### src/rtl/digital_pll_lock_monitor.sv
// PLL lock monitor: counts PLL clock cycles per reference (osc) period and tracks lock/loss-of-lock.
// Optional build macro PLL_MON_TIMEOUT_EN: a saturated counter closes a window as out of range.
module digital_pll_lock_monitor #(
  parameter int unsigned TOL        = 1,
  parameter int unsigned LOCK_CNT   = 4,
  parameter int unsigned UNLOCK_CNT = 2,
  parameter int unsigned CW         = 8
) (
  input  logic          clock,
  input  logic          resetb,
  input  logic          enable,
  input  logic          osc,
  input  logic [4:0]    div,
  input  logic          clear_lost,
  output logic          locked,
  output logic          lock_lost,
  output logic [CW-1:0] meas,
  output logic          meas_valid
);

  localparam int unsigned GW = $clog2(LOCK_CNT + 1);
  localparam int unsigned BW = $clog2(UNLOCK_CNT + 1);
  localparam logic [CW-1:0] CNT_MAX  = '1;
  localparam logic [GW-1:0] GOOD_END = GW'(LOCK_CNT);
  localparam logic [BW-1:0] BAD_END  = BW'(UNLOCK_CNT);
  localparam logic [CW:0]   TOL_X    = (CW+1)'(TOL);

  typedef enum logic [1:0] {IDLE, ALIGN, ACQUIRE, LOCKED} state_t;

  state_t        state_q, state_d;
  logic [CW-1:0] cnt_q, cnt_d, cnt_inc;
  logic [CW-1:0] meas_d, win_val;
  logic [GW-1:0] good_q, good_d, good_inc;
  logic [BW-1:0] bad_q, bad_d, bad_inc;
  logic          locked_d, mv_d, lost_set;
  logic          osc_s1, osc_s2, osc_s3, osc_edge;
  logic          win_timeout, win_end, in_range;
  logic [CW:0]   win_x, div_x, diff;

  always_ff @(posedge clock or negedge resetb) begin
    if (!resetb) begin
      osc_s1 <= 1'b0;
      osc_s2 <= 1'b0;
      osc_s3 <= 1'b0;
    end else begin
      osc_s1 <= osc;
      osc_s2 <= osc_s1;
      osc_s3 <= osc_s2;
    end
  end

  assign osc_edge = osc_s2 & ~osc_s3;

`ifdef PLL_MON_TIMEOUT_EN
  assign win_timeout = (cnt_q == CNT_MAX) && !osc_edge;
`else
  assign win_timeout = 1'b0;
`endif

  assign win_end  = osc_edge | win_timeout;
  assign win_val  = osc_edge ? cnt_q : CNT_MAX;
  assign cnt_inc  = (cnt_q == CNT_MAX) ? CNT_MAX : cnt_q + 1'b1;
  assign good_inc = good_q + 1'b1;
  assign bad_inc  = bad_q + 1'b1;

  // Judge the value being captured this cycle so locked moves with meas_valid.
  assign win_x    = {1'b0, win_val};
  assign div_x    = (CW+1)'(div);
  assign diff     = (win_x >= div_x) ? (win_x - div_x) : (div_x - win_x);
  assign in_range = (div >= 5'd2) && (diff <= TOL_X);

  always_comb begin
    state_d  = state_q;
    cnt_d    = cnt_q;
    meas_d   = meas;
    mv_d     = 1'b0;
    good_d   = good_q;
    bad_d    = bad_q;
    locked_d = locked;
    lost_set = 1'b0;

    case (state_q)
      IDLE: begin
        cnt_d    = '0;
        good_d   = '0;
        bad_d    = '0;
        locked_d = 1'b0;
        if (enable) state_d = ALIGN;
      end
      ALIGN: begin
        cnt_d = '0;
        if (osc_edge) begin
          cnt_d   = {{(CW-1){1'b0}}, 1'b1};
          good_d  = '0;
          bad_d   = '0;
          state_d = ACQUIRE;
        end
      end
      ACQUIRE, LOCKED: begin
        cnt_d = cnt_inc;
        if (win_end) begin
          cnt_d  = {{(CW-1){1'b0}}, 1'b1};
          meas_d = win_val;
          mv_d   = 1'b1;
          if (state_q == ACQUIRE) begin
            if (!in_range) begin
              good_d = '0;
            end else if (good_inc == GOOD_END) begin
              state_d  = LOCKED;
              locked_d = 1'b1;
              good_d   = '0;
              bad_d    = '0;
            end else begin
              good_d = good_inc;
            end
          end else begin
            if (in_range) begin
              bad_d = '0;
            end else if (bad_inc == BAD_END) begin
              state_d  = ACQUIRE;
              locked_d = 1'b0;
              lost_set = 1'b1;
              good_d   = '0;
              bad_d    = '0;
            end else begin
              bad_d = bad_inc;
            end
          end
        end
      end
      default: state_d = IDLE;
    endcase

    // Disable overrides everything and is not a loss-of-lock event.
    if (!enable) begin
      state_d  = IDLE;
      cnt_d    = '0;
      meas_d   = meas;
      mv_d     = 1'b0;
      good_d   = '0;
      bad_d    = '0;
      locked_d = 1'b0;
      lost_set = 1'b0;
    end
  end

  always_ff @(posedge clock or negedge resetb) begin
    if (!resetb) begin
      state_q    <= IDLE;
      cnt_q      <= '0;
      good_q     <= '0;
      bad_q      <= '0;
      meas       <= '0;
      meas_valid <= 1'b0;
      locked     <= 1'b0;
      lock_lost  <= 1'b0;
    end else begin
      state_q    <= state_d;
      cnt_q      <= cnt_d;
      good_q     <= good_d;
      bad_q      <= bad_d;
      meas       <= meas_d;
      meas_valid <= mv_d;
      locked     <= locked_d;
      if (lost_set)        lock_lost <= 1'b1;
      else if (clear_lost) lock_lost <= 1'b0;
    end
  end

endmodule

### config.mk
export PLATFORM = sky130hd
export DESIGN_NAME = digital_pll_lock_monitor
export DESIGN_NICKNAME = d
export VERILOG_FILES = /design/src/rtl/digital_pll_lock_monitor.sv
export SDC_FILE = /design/constraint.sdc
export NUM_CORES = 1
export LEC_CHECK = 0
export BUFFER_PORTS_ARGS = -buffer_cell sky130_fd_sc_hd__buf_2
export CAP_MARGIN = 0
export CORE_MARGIN = 2
export CORE_UTILIZATION = 58
export CTS_CLUSTER_SIZE = 28
export DETAILED_ROUTE_END_ITERATION = 16
export PLACE_DENSITY = 0.77
export SETUP_SLACK_MARGIN = 0.1
export SYNTH_ARGS = -nofsm -noshare
export SYNTH_HDL_FRONTEND = slang
export SYNTH_SLANG_ARGS = --single-unit
### constraint.sdc
create_clock -name clock -period 3.57 [get_ports clock]
set_clock_uncertainty 0.2 [all_clocks]
set_input_delay 0.714 -clock clock [delete_from_list [all_inputs] [get_ports clock]]
set_output_delay 0.714 -clock clock [all_outputs]
set_load 0.05 [all_outputs]
# Word level (Yosys, flattened, before mapping)
# Cells that the tools add are included.
# totals
in_bits	10
elab_cells	97
output_inout_bits	11
ff_bits	29
# op_classes
n_reduce_logical	9
add_sub_neg	5
n_bitwise	2
eq_ne	14
n_mux	53
order_cmp	3
# op_table
op	n
$mux 2	16
$mux 8	4
$mux 3	8
$pmux 8 s3	1
$ne 4x4->1 const B	5
$mux 1	19
$pmux 2 s3	2
$reduce_and 6->1	2
$le 9x1->1 const B	1
$mux 9	1
$pmux 3 s3	1
$sub 5x8->9	1
$sub 8x5->9	1
$add 8x1->8 const B	1
$eq 8x8->1 const B	1
$ge 8x5->1	1
$reduce_and 4->1	2
$eq 2x2->1 const B	3
$ne 3x3->1 const B	2
$ge 5x2->1 const B	1
$add 3x1->3 const B	1
$eq 3x3->1 const B	1
$ne 3x1->1 const B	1
$reduce_and 3->1	1
other kinds (9)	9

# Longest topological paths before layout
# depth
depth_word	13
mapped_depth	15
mapped_depth_nobuf	13

# Worst setup path before layout
# No wires, ideal clock.
# synth_timing
path_type	register to register
from	register osc_s2
to	register lock_lost
synth_period_minus_slack_ns	3.121
path_buffers	3
stages_incl_launch_ff	15
t_arrival_ns	2.825
setup_time_ns	0.096
setup_slack_ns	0.449
required_ns	3.274
path_cell_list	dfrtp_1 nor2b_1 clkbuf_1 nand2b_1 ha_1 buf_2 and3_1 a311o_1 and3b_1 or3_1 o2111ai_2 and3_1 buf_4 nand2b_4 o32ai_2
# synth_between
elab_chain_len	12
elab_cells_between_ends	15
classes_between	2 x add/sub; 2 x order compare; 8 x mux; 1 x bitwise; 2 x reduce/logical
# synth_lines
item	line	text
start, declared	36	logic osc_s1, osc_s2, osc_s3, osc_edge;
start signal, assigned	47	osc_s2 <= osc_s1;
$and 1x1->1 *	52	assign osc_edge = osc_s2 & ~osc_s3;
$mux 8 *	61	assign win_val = osc_edge ? cnt_q : CNT_MAX;
via win_val[4]	32	logic [CW-1:0] meas_d, win_val;
$sub 5x8->9, or another cell as far along	69	assign diff = (win_x >= div_x) ? (win_x - div_x) : (div_x - win_x);
$mux 9 *	69	
$le 9x1->1 *	70	assign in_range = (div >= 5'd2) && (diff <= TOL_X);
$logic_and 1x1->1 *	70	
$mux 1 *	117	if (in_range) begin
$mux 1 *	105	if (state_q == ACQUIRE) begin
$mux 1 *	101	if (win_end) begin
$mux 1 *	82	case (state_q)
$mux 1 *	135	if (!enable) begin
$mux 1 or $reduce_bool 2->1 (tied branches)	--	
end signal, assigned	156	lock_lost <= 1'b0;
end signal, assigned	165	if (lost_set) lock_lost <= 1'b1;
end signal, assigned	166	else if (clear_lost) lock_lost <= 1'b0;
end, declared	16	output logic lock_lost,
# Mark *: on every way through the listed nets, which the timed path passes. The rest lies on a longest branch.
# A chain may end at the register's enable or synchronous reset.

# Final worst setup path
# layout_timing
from	register osc_s3
to	register good_q[2]
# layout_between
elab_chain_len	12
elab_cells_between_ends	18
classes_between	2 x add/sub; 2 x order compare; 3 x eq/ne; 7 x mux; 2 x bitwise; 2 x reduce/logical
# layout_lines
item	line	text
start, declared	36	
start signal, assigned	48	osc_s3 <= osc_s2;
$not 1->1 *	52	
$and 1x1->1 *	52	
$mux 8 *	61	
via win_val[0]	32	
$sub 5x8->9, or another cell as far along	69	
$mux 9 *	69	
$le 9x1->1 *	70	
$logic_and 1x1->1 *	70	
$mux 3	106	if (!in_range) begin
$mux 3	105	
$mux 3	101	
$pmux 3 s3	82	
$mux 3	135	
end signal, assigned	160	good_q <= good_d;
end, declared	33	logic [GW-1:0] good_q, good_d, good_inc;
# Mark *: on every way through the listed nets, which the timed path passes. The rest lies on a longest branch. The select of a mux whose other input is x is not followed.

==> impl_metrics.py <==
metrics = {
    "timing": {
        "fin_worst_hold_slack_ps": 170.2,
        "slew_headroom_pct": 59.43,
        "totalNegativeSetupSlack_ps": 0,
        "post-route-min-period_ps": 3278,
        "worst_slew_pin_slew_ps": 608.6,
        "number_of_setup_violations_in_the_final_report": 0,
        "fmax_mhz": 305.1,
        "grt_setup_unrepaired": "false",
        "final_hold_viol_count": 0,
        "timing_max_transition_violations_final": 0,
        "fin_crit_sh_pct": 91.82,
    },
    "critical_path": {
        "cp-start-kind": "flop",
        "reg2reg_slack_ps": 290,
        "cp.required_ps": 3590,
        "critPathKind": "flop to flop",
        "crit_arrival_ps": 3300,
        "worstSetupEndpointType": "flop",
        "critPathMaxFanout": 5,
        "reg2regPathDepth": 13,
    },
    "power": {
        "cellPowerDensity_mw_per_mm2": 302.0,
        "max-vdd-ir-drop_v": 0.0002401,
        "p_leak_nw": 1.061,
    },
    "global_route": {
        "number_of_global_route_vias_before_repair": 1547,
        "globalRouteOverflowTotal": 0,
        "grt_first_pass_wirelength_mm": 7.100,
        "grt_antenna_before_repair": 0,
        "grt.total_usage_pct": 22.90,
        "grt_max_degree": 30,
    },
    "drt": {
        "ant_nets": 0,
        "drt_first_pass_iters": 4,
        "total_wirelength_mm": 4.021,
        "route.detailed.vias_per_inst": 5.687,
        "drt_drc_violations_left": 0,
        "drt_first_iter_violations": 91,
        "detailed_route_wire_length_per_cell_um": 14.62,
        "vias": 1564,
    },
    "worst_hold_path": {
        "min_path_type": "flop to flop",
        "hold-path-cell-count": 0,
    },
    "placement": {
        "placement.cell_area_mm2": 0.002091,
        "port_buffers": 20,
        "place_hpwl_mm": 3.144,
        "gp_congestion": 0.9095,
    },
    "logic_synthesis": {
        "synth.avg_cell_area_um2": 9.502,
        "synth_flop_cell": "dfrtp_1",
        "synth-edff-count": 0,
        "synth_area_leader_cell": "dfrtp_1",
        "mappedNetlistArea_mm2": 0.001967,
        "synthesis_stage_register_bit_count": 29,
        "synth-async-reset-ratio_pct": 100.0,
        "yosysTopAreaCellShare_pct": 36.90,
        "post_synth_num_cell_types": 57,
        "portion_of_the_post_synthesis_area_used_by_sequential_elements_pct": 36.90,
        "post_synth_main_area_contributors": "dfrtp_1 37%, ha_1 8.3%, a21oi_1 4.3%",
        "yosys_warnings": 0,
        "synth_cells": 207,
        "syn_nets": 232,
    },
    "clock_tree": {
        "cts.htree.levels": 2,
        "cts_root_buffer": "clkbuf_4",
        "cts_setup_buffers": 0,
        "cts_made_buffers": 5,
        "clkSinkCount": 29,
        "ctsHoldBuffers": 0,
        "path_clk_slew_ps": 100,
        "worst_skew_pair.late_latency_ps": 330,
        "cts_tree": "yes",
        "max-clock-path-buffers": 2,
    },
    "die": {
        "starting_utilization_of_the_core_area_pct": 59.89,
        "floorplan.rows": 21,
        "die_y_um": 62.24,
        "die-area_mm2": 0.003873,
        "horizontal_die_dimension_um": 62.24,
        "design.core.area_mm2": 0.003284,
        "pin_count": 21,
    },
    "cells_and_area": {
        "fill_cells": 292,
        "final_cell_area_mm2": 0.002148,
        "final_nets": 253,
        "number_of_antenna_repair_diodes": 0,
        "post_route_cells_drive_above_1_share_pct": 20.52,
        "final-seq-area_um2": 725.7,
        "combined_area_of_the_multi_input_logic_cells_mm2": 0.001146,
        "final_util_pct": 65.41,
        "areaGrowthSynthToFinish_pct": 9.224,
    },
    "outcome": {
        "run_status": "complete, no violations",
    },
    "flow_run": {
        "cap_violations": 0,
    },
}
[critical path, stage by stage, from the launching register on]
cell and delay, ps:
dfrtp_1 410, nor2b_2 180, buf_4 150, nand2b_1 70, ha_1 240, fa_1 430, nand2b_1 160, a21oi_1 220
nor3_1 70, o2111ai_1 200, o22ai_1 130, a41o_1 250, a32o_1 250, a21bo_1 200
[synthesized netlist by cell type (4+ instances only)]
cell	count
a21oi_1	17
dfrtp_1	29
ha_1	13
inv_1	16
mux2_2	7
nand2_1	15
nand2b_1	13
nor2_1	12
nor2b_1	5
o21ai_0	5
xnor2_1	4
[stage by stage]
| step | setup slack [ps] | cells | power (mW) |
|---|---|---|---|
| after detailed placement | 188.7 | 267 | 0.4693 |
| after CTS | 194.8 | 275 | 0.6528 |
| after global placement | 221.8 | 267 | 0.4673 |
| after global routing | 111.6 | 275 | 0.6868 |
| final | 291.9 | 275 | 0.6489 |
| after floorplan | 449.0 | 207 | 0.4331 |
[sequential cells by signal (all words and copies together), names as in the netlist]
name        flops
locked          1
lock_lost       1
osc_s3          1
state_q         2
good_q          3
meas_valid      1
bad_q           2
osc_s1          1
cnt_q           8
meas            8
osc_s2          1
[per-layer routing]
| metal | vias to the layer above | wire [um] | GRT usage, % |
|---|---|---|---|
| met5 | - | 0 | 0 |
| met4 | 0 | 47 | 7.778 |
| met3 | 6 | 213 | 6.159 |
| met2 | 34 | 1968 | 36.55 |
| met1 | 749 | 1792 | 30.37 |
| li1 | 775 | - | - |
[power by group]
group          switching (mW)  internal, mW  total [mW]
combinational          0.0751        0.0499       0.125
clock                   0.109        0.0748       0.184
sequential            0.00644         0.333       0.340
total                   0.191         0.458       0.649
[layout make-up]
class                   instances  share of cell area [%]
well taps                      46                   2.679
clock buffers                   6                   1.922
repair buffers                 21                   5.009
multi-input cells             155                   53.35
flip-flops and latches         29                   33.78
clock inverters                 2                  0.4659
inverters                      16                   2.796
[final timing paths]
kind,start,endpoint
min in group asynchronous,resetb,meas[3]
max in group asynchronous,resetb,cnt_q[0]
hold reg to reg,osc_s1,osc_s2
hold / removal,osc_s1,osc_s2
setup / recovery,osc_s3,good_q[2]
setup reg to reg,osc_s3,good_q[2]
[cell families after synthesis]
family	after synthesis	share of synthesized area (%)
simple gates	75	21.69
compound gates	50	18.19
flops	29	36.90
buf+inv	23	5.153
fa+ha+maj	15	10.31
mux	9	5.089
xor+xnor	6	2.672
[timing repair]
action                     4_1_cts  5_1_grt
resized for setup                0        3
setup endpoints to repair        0        8
hold endpoints to repair         0        0
[cell usage in the layout, fill, tap and decap left out, types with 2 or more instances in the layout]
master / n
nor2b_1: 4
nor3_1: 3
xnor2_1: 4
mux2_2: 7
clkinv_2: 2
nand4_1: 3
nand2_1: 15
o21ai_1: 2
dfrtp_1: 29
o21a_1: 2
a21bo_1: 2
a21boi_1: 3
clkbuf_4: 5
ha_1: 12
buf_2: 20
fa_1: 2
and3_1: 2
nand2b_1: 13
nor2_1: 12
or2_0: 3
nand3_1: 3
a21oi_1: 17
or3_1: 2
o21ai_0: 5
inv_1: 16
and2_1: 2
xor2_1: 2
o2bb2ai_1: 2
o2111ai_1: 3
(Power assumes the default switching activity.)
